==> config.mk <==
export PLATFORM = sky130hd
export DESIGN_NAME = mem_lsu
export DESIGN_NICKNAME = d
export VERILOG_FILES = /design/src/rtl/mem_lsu.sv
export SDC_FILE = /design/constraint.sdc
export NUM_CORES = 1
export LEC_CHECK = 0
export BUFFER_PORTS_ARGS = -buffer_cell sky130_fd_sc_hd__buf_2
export CAP_MARGIN = 20
export CORE_UTILIZATION = 39
export DETAILED_ROUTE_END_ITERATION = 10
export PLACE_DENSITY = 0.68
export SLEW_MARGIN = 10
export SYNTH_ARGS = -nofsm -noshare
export SYNTH_HDL_FRONTEND = slang
export SYNTH_SLANG_ARGS = --single-unit
==> constraint.sdc <==
create_clock -name clk -period 2.5 [get_ports clk]
set_input_delay 0.125 -clock clk [delete_from_list [all_inputs] [get_ports clk]]
set_output_delay 0.125 -clock clk [all_outputs]
set_load 0.01 [all_outputs]
==> src/rtl/mem_lsu.sv <==
// MEM pipeline stage: byte/half/word loads and stores over an ack-handshake data bus
// with a bounded wait, misalignment/timeout exceptions and registered MEM/WB outputs.
//
//   state | meaning
//   ------+---------------------------------------------------------------
//   IDLE  | accept an instruction; pass non-memory ops, trap misaligned
//   BUS   | request held on the bus; wait for ack or timeout
module mem_lsu #(
  parameter int ADDR_W    = 32,
  parameter int REGADDR_W = 5,
  parameter int ALUOP_W   = 8,
  parameter int TIMEOUT   = 255,
  parameter logic [ALUOP_W-1:0] EXE_LB_OP  = 8'b1110_0000,
  parameter logic [ALUOP_W-1:0] EXE_LH_OP  = 8'b1110_0001,
  parameter logic [ALUOP_W-1:0] EXE_LW_OP  = 8'b1110_0011,
  parameter logic [ALUOP_W-1:0] EXE_LBU_OP = 8'b1110_0100,
  parameter logic [ALUOP_W-1:0] EXE_LHU_OP = 8'b1110_0101,
  parameter logic [ALUOP_W-1:0] EXE_SB_OP  = 8'b1110_1000,
  parameter logic [ALUOP_W-1:0] EXE_SH_OP  = 8'b1110_1001,
  parameter logic [ALUOP_W-1:0] EXE_SW_OP  = 8'b1110_1011
) (
  input  logic                 clk,
  input  logic                 rst,
  input  logic                 valid_i,
  input  logic                 flush_i,
  input  logic [REGADDR_W-1:0] wd_i,
  input  logic                 wreg_i,
  input  logic [31:0]          wdata_i,
  input  logic [ALUOP_W-1:0]   aluop_i,
  input  logic [ADDR_W-1:0]    mem_addr_i,
  input  logic [31:0]          reg2_i,
  output logic                 stall_req_o,
  output logic                 wb_valid_o,
  output logic [REGADDR_W-1:0] wd_o,
  output logic                 wreg_o,
  output logic [31:0]          wdata_o,
  output logic                 excp_o,
  output logic [1:0]           excp_code_o,
  output logic [ADDR_W-1:0]    badaddr_o,
  output logic [ADDR_W-1:0]    mem_addr_o,
  output logic                 mem_we_o,
  output logic [3:0]           mem_sel_o,
  output logic [31:0]          mem_data_o,
  output logic                 mem_ce_o,
  input  logic [31:0]          mem_data_i,
  input  logic                 mem_ack_i
);

  localparam int CW = $clog2(TIMEOUT + 1);
  localparam logic [CW-1:0] CNT_LAST = CW'(TIMEOUT - 1);
  localparam logic [1:0] SZ_B = 2'd0, SZ_H = 2'd1, SZ_W = 2'd2;

  typedef enum logic {S_IDLE, S_BUS} state_t;
  state_t state, state_n;

  logic [CW-1:0]        cnt;
  logic                 flush_q;
  logic [ADDR_W-1:0]    addr_q;
  logic [1:0]           sz_q;
  logic                 uns_q, st_q, wreg_q;
  logic [REGADDR_W-1:0] wd_q;

  logic       is_mem, is_st, uns, misal;
  logic [1:0] sz;
  logic [3:0] sel_c;
  logic [31:0] sdata_c, lane, load_data;
  logic stall_c, go_bus, pass_op, mis, done, tmo, kill;

  always_comb begin
    is_mem = 1'b1;
    is_st  = 1'b0;
    sz     = SZ_W;
    uns    = 1'b0;
    case (aluop_i)
      EXE_LB_OP:  sz = SZ_B;
      EXE_LBU_OP: begin sz = SZ_B; uns = 1'b1; end
      EXE_LH_OP:  sz = SZ_H;
      EXE_LHU_OP: begin sz = SZ_H; uns = 1'b1; end
      EXE_LW_OP:  sz = SZ_W;
      EXE_SB_OP:  begin sz = SZ_B; is_st = 1'b1; end
      EXE_SH_OP:  begin sz = SZ_H; is_st = 1'b1; end
      EXE_SW_OP:  begin sz = SZ_W; is_st = 1'b1; end
      default:    is_mem = 1'b0;
    endcase
  end

  always_comb begin
    misal   = ((sz == SZ_H) && mem_addr_i[0]) || ((sz == SZ_W) && (mem_addr_i[1:0] != 2'b00));
    sel_c   = 4'b1111;
    sdata_c = reg2_i;
    case (sz)
      SZ_B: begin
        sel_c   = 4'b0001 << mem_addr_i[1:0];
        sdata_c = {4{reg2_i[7:0]}};
      end
      SZ_H: begin
        sel_c   = mem_addr_i[1] ? 4'b1100 : 4'b0011;
        sdata_c = {2{reg2_i[15:0]}};
      end
      default: ;
    endcase
  end

  // Shift the addressed lane down to bit 0, then extend.
  always_comb begin
    lane      = mem_data_i >> {addr_q[1:0], 3'b000};
    load_data = mem_data_i;
    case (sz_q)
      SZ_B: load_data = uns_q ? {24'b0, lane[7:0]} : {{24{lane[7]}}, lane[7:0]};
      SZ_H: load_data = uns_q ? {16'b0, lane[15:0]} : {{16{lane[15]}}, lane[15:0]};
      default: ;
    endcase
  end

  always_ff @(posedge clk or negedge rst) begin
    if (!rst) state <= S_IDLE;
    else      state <= state_n;
  end

  always_comb begin
    state_n = state;
    stall_c = 1'b0;
    go_bus  = 1'b0;
    pass_op = 1'b0;
    mis     = 1'b0;
    done    = 1'b0;
    tmo     = 1'b0;
    case (state)
      S_IDLE: begin
        if (valid_i && !flush_i) begin
          if (!is_mem)    pass_op = 1'b1;
          else if (misal) mis = 1'b1;
          else begin
            go_bus  = 1'b1;
            stall_c = 1'b1;
            state_n = S_BUS;
          end
        end
      end
      S_BUS: begin
        if (mem_ack_i) begin
          done    = 1'b1;
          state_n = S_IDLE;
        end else if (cnt == CNT_LAST) begin
          tmo     = 1'b1;
          state_n = S_IDLE;
        end else begin
          stall_c = 1'b1;
        end
      end
      default: state_n = S_IDLE;
    endcase
  end

  // Stall is forced low during reset so every output reads 0 while rst is asserted.
  assign stall_req_o = rst & stall_c;
  assign kill        = flush_q | flush_i;

  always_ff @(posedge clk or negedge rst) begin
    if (!rst) begin
      cnt     <= '0;
      flush_q <= 1'b0;
      addr_q  <= '0;
      sz_q    <= SZ_W;
      uns_q   <= 1'b0;
      st_q    <= 1'b0;
      wreg_q  <= 1'b0;
      wd_q    <= '0;
    end else if (go_bus) begin
      cnt     <= '0;
      flush_q <= 1'b0;
      addr_q  <= mem_addr_i;
      sz_q    <= sz;
      uns_q   <= uns;
      st_q    <= is_st;
      wreg_q  <= wreg_i;
      wd_q    <= wd_i;
    end else if (state == S_BUS) begin
      cnt <= cnt + CW'(1);
      if (flush_i) flush_q <= 1'b1;
    end
  end

  always_ff @(posedge clk or negedge rst) begin
    if (!rst) begin
      mem_ce_o    <= 1'b0;
      mem_we_o    <= 1'b0;
      mem_sel_o   <= 4'b0000;
      mem_addr_o  <= '0;
      mem_data_o  <= '0;
      wb_valid_o  <= 1'b0;
      wd_o        <= '0;
      wreg_o      <= 1'b0;
      wdata_o     <= '0;
      excp_o      <= 1'b0;
      excp_code_o <= 2'b00;
      badaddr_o   <= '0;
    end else begin
      wb_valid_o  <= 1'b0;
      wd_o        <= '0;
      wreg_o      <= 1'b0;
      wdata_o     <= '0;
      excp_o      <= 1'b0;
      excp_code_o <= 2'b00;
      badaddr_o   <= '0;
      if (pass_op) begin
        wb_valid_o <= 1'b1;
        wd_o       <= wd_i;
        wreg_o     <= wreg_i;
        wdata_o    <= wdata_i;
      end
      if (mis) begin
        wb_valid_o  <= 1'b1;
        wd_o        <= wd_i;
        excp_o      <= 1'b1;
        excp_code_o <= is_st ? 2'b10 : 2'b01;
        badaddr_o   <= mem_addr_i;
      end
      if (go_bus) begin
        mem_ce_o   <= 1'b1;
        mem_we_o   <= is_st;
        mem_sel_o  <= sel_c;
        mem_addr_o <= {mem_addr_i[ADDR_W-1:2], 2'b00};
        mem_data_o <= sdata_c;
      end
      if (done || tmo) begin
        mem_ce_o  <= 1'b0;
        mem_we_o  <= 1'b0;
        mem_sel_o <= 4'b0000;
        if (!kill) begin
          wb_valid_o <= 1'b1;
          wd_o       <= wd_q;
          if (done) begin
            wreg_o  <= st_q ? 1'b0 : wreg_q;
            wdata_o <= st_q ? 32'h0 : load_data;
          end else begin
            excp_o      <= 1'b1;
            excp_code_o <= 2'b11;
            badaddr_o   <= addr_q;
          end
        end
      end
    end
  end

endmodule

; Yosys cells after proc, flatten, opt, wreduce, memory -nomap -nowiden
; Cells that the tools add are included.
[totals]
register_bits = 194
input_bits = 147
out_inout_bits = 145
word_cells = 128
[op_classes]
add_sub_neg = 1
n_eq_ne = 12
shift = 2
n_mux = 71
bitwise = 3
reduce_logical = 18
[op_table]
columns = operator, count
row1 = $mux W32, 11
row2 = $pmux W32 S2, 2
row3 = $eq A8 B8 Y1 const B, 9
row4 = $mux W1, 41
row5 = $shr A32 B5 Y16, 1
row6 = $mux W5, 4
row7 = $mux W8, 2
row8 = $mux W4, 3
row9 = $mux W2, 5
row10 = $reduce_or A3 Y1, 3
row11 = $add A8 B1 Y8 const B, 1
row12 = $pmux W4 S2, 1
row13 = $reduce_bool A2 Y1, 4
row14 = $reduce_or A8 Y1, 1
row15 = $eq A2 B1 Y1 const B, 2
row16 = $logic_not A2 Y1, 2
row17 = $pmux W2 S2, 1
row18 = $shl A1 B2 Y4 const A, 1
row19 = $logic_and A1 B1 Y1, 3
row20 = $eq A2 B2 Y1 const B, 1
row21 = $logic_or A1 B1 Y1, 2
row22 = $pmux W1 S2, 1
row23 = $reduce_and A2 Y1, 1
row24 = $reduce_or A2 Y1, 1
row25 = 4 further kinds, 4

; Logic depth before layout (Yosys ltp)
[depth]
depth_word = 14
ltp_mapped = 8
mapped_depth_nobuf = 7

; Least setup slack after synthesis
; OpenSTA, ideal clock, no wires.
[synth_timing]
path_type = flip-flop to flip-flop
start = reg state
end = reg wdata_o[21]
setup_ns = 0.066
t_arrival_ns = 1.747
path_slack_ns = 0.687
stages_incl_launch_ff = 8
path_buffers = 2
synth_period_minus_slack_ns = 1.813
cell_sequence = dfrtp_1 -> buf_2 -> nand2_1 -> nor4_2 -> nand2_1 -> a21oi_1 -> buf_4 -> a221o_1
[synth_between]
elab_chain_cells = 5
[synth_lines]
columns = element, line_no
row1 = from (decl), 54  ; state_t state, state_n;
row2 = from (signal assigned), 117  ; else state <= state_n;
row3 = $mux W1, 128  ; case (state)
row4 = $mux W32, 206  ; if (pass_op) begin
row5 = $mux W32, 233  ; if (done) begin
row6 = $mux W32, 230  ; if (!kill) begin
row7 = $mux W32 *, 226  ; if (done || tmo) begin
row8 = to (signal assigned), 210  ; wdata_o <= wdata_i;
row9 = to (signal assigned), 235  ; wdata_o <= st_q ? 32'h0 : load_data;
row10 = to (decl), 36  ; output logic [31:0] wdata_o,
; Every way passes the cells marked *; elsewhere a longest branch is shown, timed or not.
; A chain may end at the register's enable or synchronous reset.

; Worst setup path in the final report
[layout_timing]
start = reg state
end = reg wdata_o[6]
; The elaborated chain is that of the path after synthesis.

==> impl_metrics.py <==
metrics = {
    "timing": {
        "rsz0062_at_grt": "false",
        "holdWs_ns": 0.0179,
        "skew_ns": 0.0130,
        "final_max_slew_viol_count": 0,
        "relSlewSlack_pct": 32.5,
        "setup_violations": 0,
        "hold_violations": 0,
        "tightest_slew_ns": 1.01,
        "tns_ns": 0,
        "fin_crit_sh_pct": 91.4,
        "fmax_ghz": 0.438,
        "layout_min_cycle_time_ns": 2.29,
        "fin_ws_ns": 0.215,
    },
    "detailed_routing": {
        "avgViaCountPerCell": 5.20,
        "met2_length_um": 10100,
        "wl_met1_um": 9170,
        "wl_um": 21300,
        "drt_iter0_drc": 277,
        "drc": 0,
        "drt_pass1_iterations": 5,
        "ant_nets": 0,
        "vias": 6237,
        "dr_wl_met3_um": 1500,
        "maxUsedRoutingLayer": "met4",
        "routedWlPerCell_um": 17.8,
    },
    "pwr": {
        "power.density_mw_per_mm2": 610,
        "power_frac_comb_pct": 14.3,
        "switching_share_pct": 28.2,
        "vdd_drop_max_v": 0.000462,
        "seqPwrFrac_pct": 46.3,
        "p_clk_share_pct": 39.4,
        "p_leak_nw": 5.58,
        "p_int_mw": 4.61,
        "p_sw_mw": 1.81,
    },
    "clocking": {
        "cts_resized": 0,
        "cts_buffer_depth": 2,
        "clkSinkCount": 164,
        "htree_num_levels": 4,
        "numCtsBuffers": 17,
        "cts-root-buf": "clkbuf_16",
        "insertion_delay_ns": 0.43,
        "clk_pin_slew_worst_paths_ns": 0.08,
        "cts_tree": "done",
    },
    "finish": {
        "num_antenna_cells": 0,
        "nets": 1101,
        "finalNonFillerCells": 1199,
        "n_fill_cell": 1560,
        "area_delta_synth_final_pct": 41.2,
        "drive_above_1_share_pct": 45.5,
    },
    "yosys": {
        "synth-seq-area-share_pct": 55.1,
        "synth_cell_types": 51,
        "synth_top_area_share_pct": 54.7,
        "netlist_area_mm2": 0.00746,
        "synth_edf_count": 0,
        "yosys-top-cells-area": "dfrtp_1, mux2_2, buf_4",
        "synth_commonest_cells": "dfrtp_1, mux2_2, buf_4",
        "yosysMostFrequentCell": "dfrtp_1",
        "yosysWarnings": 0,
        "synthArstFlopShare_pct": 100,
        "ys_ff_latch": 164,
        "synthCells": 591,
        "synth-main-ff-cell": "dfrtp_1",
        "yosys.area.top_type": "dfrtp_1",
        "syn_area_per_cell_um2": 12.6,
    },
    "global_routing": {
        "grt_pass1_wl_um": 33900,
        "grt_pass1_vias": 6518,
        "grt_start_max_net_pins": 90,
        "grt_use_total_pct": 22.3,
        "antenna_found_initial": 0,
        "grt_overflow_total": 0,
    },
    "floorplan": {
        "std_cell_rows": 50,
        "io_pins": 292,
        "die_area_mm2": 0.0197,
        "fp.coreArea_mm2": 0.0187,
        "fp.dieH_um": 140,
        "initial_core_util_pct": 39.9,
        "die_x_um": 140,
    },
    "worst_setup_path": {
        "required_ns": 2.86,
        "critPathKind": "reg2reg",
        "rr_startpoint": "state$_DFF_PN0_",
        "path_max_fanout": 34,
        "arrival_ns": 2.65,
        "cp-start-kind": "flop",
        "endpoint_kind": "flop",
        "cp-startpoint": "state$_DFF_PN0_",
    },
    "placement": {
        "portBuffers": 289,
        "dp.cells": 1068,
        "hpwl_um": 14300,
        "routabilityCongestion": 0.813,
        "pre_cts_ws_ns": 0.249,
    },
    "flow_run": {
        "maxCapViolCount": 0,
    },
    "outcome": {
        "status": "finished, final reports clean",
    },
    "worst_hold_path": {
        "worstHoldStart": "mem_data_i[1]",
        "hp-class": "in2reg",
    },
}
[power groups by stage]
stage	logic [mW]	clock network, mW	registers (mW)
after floorplan	0.413	0	3.01
after global placement	0.776	0	3.01
after detailed placement	0.796	0	3.02
after CTS	0.918	2.59	2.97
after global routing	1.02	2.70	3.00
final	0.920	2.53	2.97
[layout make-up]
class                      instances  area [um^2]  area share, %
inverter                           5         18.8          0.178
sequential                       164         4110           39.0
clock buffer                      17          425           4.04
multi-input combinational        356         2900           27.6
clock inverter                    15          144           1.37
timing repair buffer             408         2640           25.1
tap                              234          293           2.78
[worst paths after layout]
| check | to | slack (ns) | cells after the start |
|---|---|---|---|
| min | wdata_o[1]$_DFF_PN0_ | 0.02 | 3 |
| max in group asynchronous | wdata_o[18]$_DFF_PN0_ | 1.66 | 3 |
| max | wdata_o[6]$_DFF_PN0_ | 0.21 | 9 |
| min in group asynchronous | wd_o[2]$_DFF_PN0_ | 0.11 | 2 |
| max reg2reg | wdata_o[6]$_DFF_PN0_ | 0.21 | 9 |
| min reg2reg | mem_ce_o$_DFFE_PN0P_ | 0.47 | 1 |
[metrics by stage]
stage	area, um^2	utilization [%]	power (mW)
floorplan	7460	-	3.42
global placement	8970	48.0	3.79
detailed placement	8970	48.0	3.82
CTS	10500	56.3	6.48
global route	10500	56.3	6.72
finish	10500	56.3	6.43
[routing by layer]
metal / up-vias / global-route usage, %
met5: - / 0
met4: 0 / 8.91
met3: 44 / 6.91
met2: 277 / 36.0
met1: 3046 / 27.9
li1: 2870 / -
[registers in the layout (all words and copies together), names as in the netlist]
signal,flops
state,1
wd_q,5
excp_code_o,2
flush_q,1
addr_q,32
wdata_o,32
excp_o,1
mem_sel_o,4
st_q,1
cnt,8
badaddr_o,32
wd_o,5
mem_ce_o,1
mem_we_o,1
wreg_o,1
wb_valid_o,1
uns_q,1
sz_q,2
mem_data_o,32
wreg_q,1
[timing repair]
item,4_1_cts,5_1_grt
hold buffers,98,0
buffers inserted,0,0
hold endpoints to repair,275,0
[logic make-up after synthesis]
kind of cell,count (synthesis),share of synthesized area (%)
adder cells (fa/ha/maj),2,0.336
flip-flops,164,55.1
AND/OR/NAND/NOR,105,7.60
other,1,0.0503
multiplexers,114,16.8
AO/OA/AOI/OAI,131,13.7
buffers and inverters,72,6.23
XOR/XNOR,2,0.235
[cell usage in the layout, fill, tap and decap left out, drive strengths merged, types with 2 or more instances in the layout]
cell / n
and2: 5
xnor2: 2
o211ai: 2
a32o: 18
nor2: 34
mux2: 90
o21ai: 15
clkinv: 6
nand2b: 11
clkinvlp: 3
a21o: 3
clkbuf: 17
buf: 310
dlygate4sd3: 98
nand3: 2
or3: 3
and3: 2
nor3: 2
or2: 2
mux2i: 24
nand2: 30
nor2b: 3
dfrtp: 163
nand4: 5
ha: 2
a22o: 29
a21oi: 32
o221ai: 7
conb: 2
a221o: 16
o41ai: 2
inv: 11
o22ai: 4
[worst max-delay path, stage by stage (launching register included)]
cell,delay (ns)
dfrtp_1,0.38
buf_4,0.17
clkinv_1,0.15
nand3b_2,0.12
buf_4,0.19
a21oi_2,0.10
buf_4,0.35
nand2_1,0.10
nand2_1,0.08
dlygate4sd3_1,0.58
No activity file was read; power rests on OpenSTA's default activity.
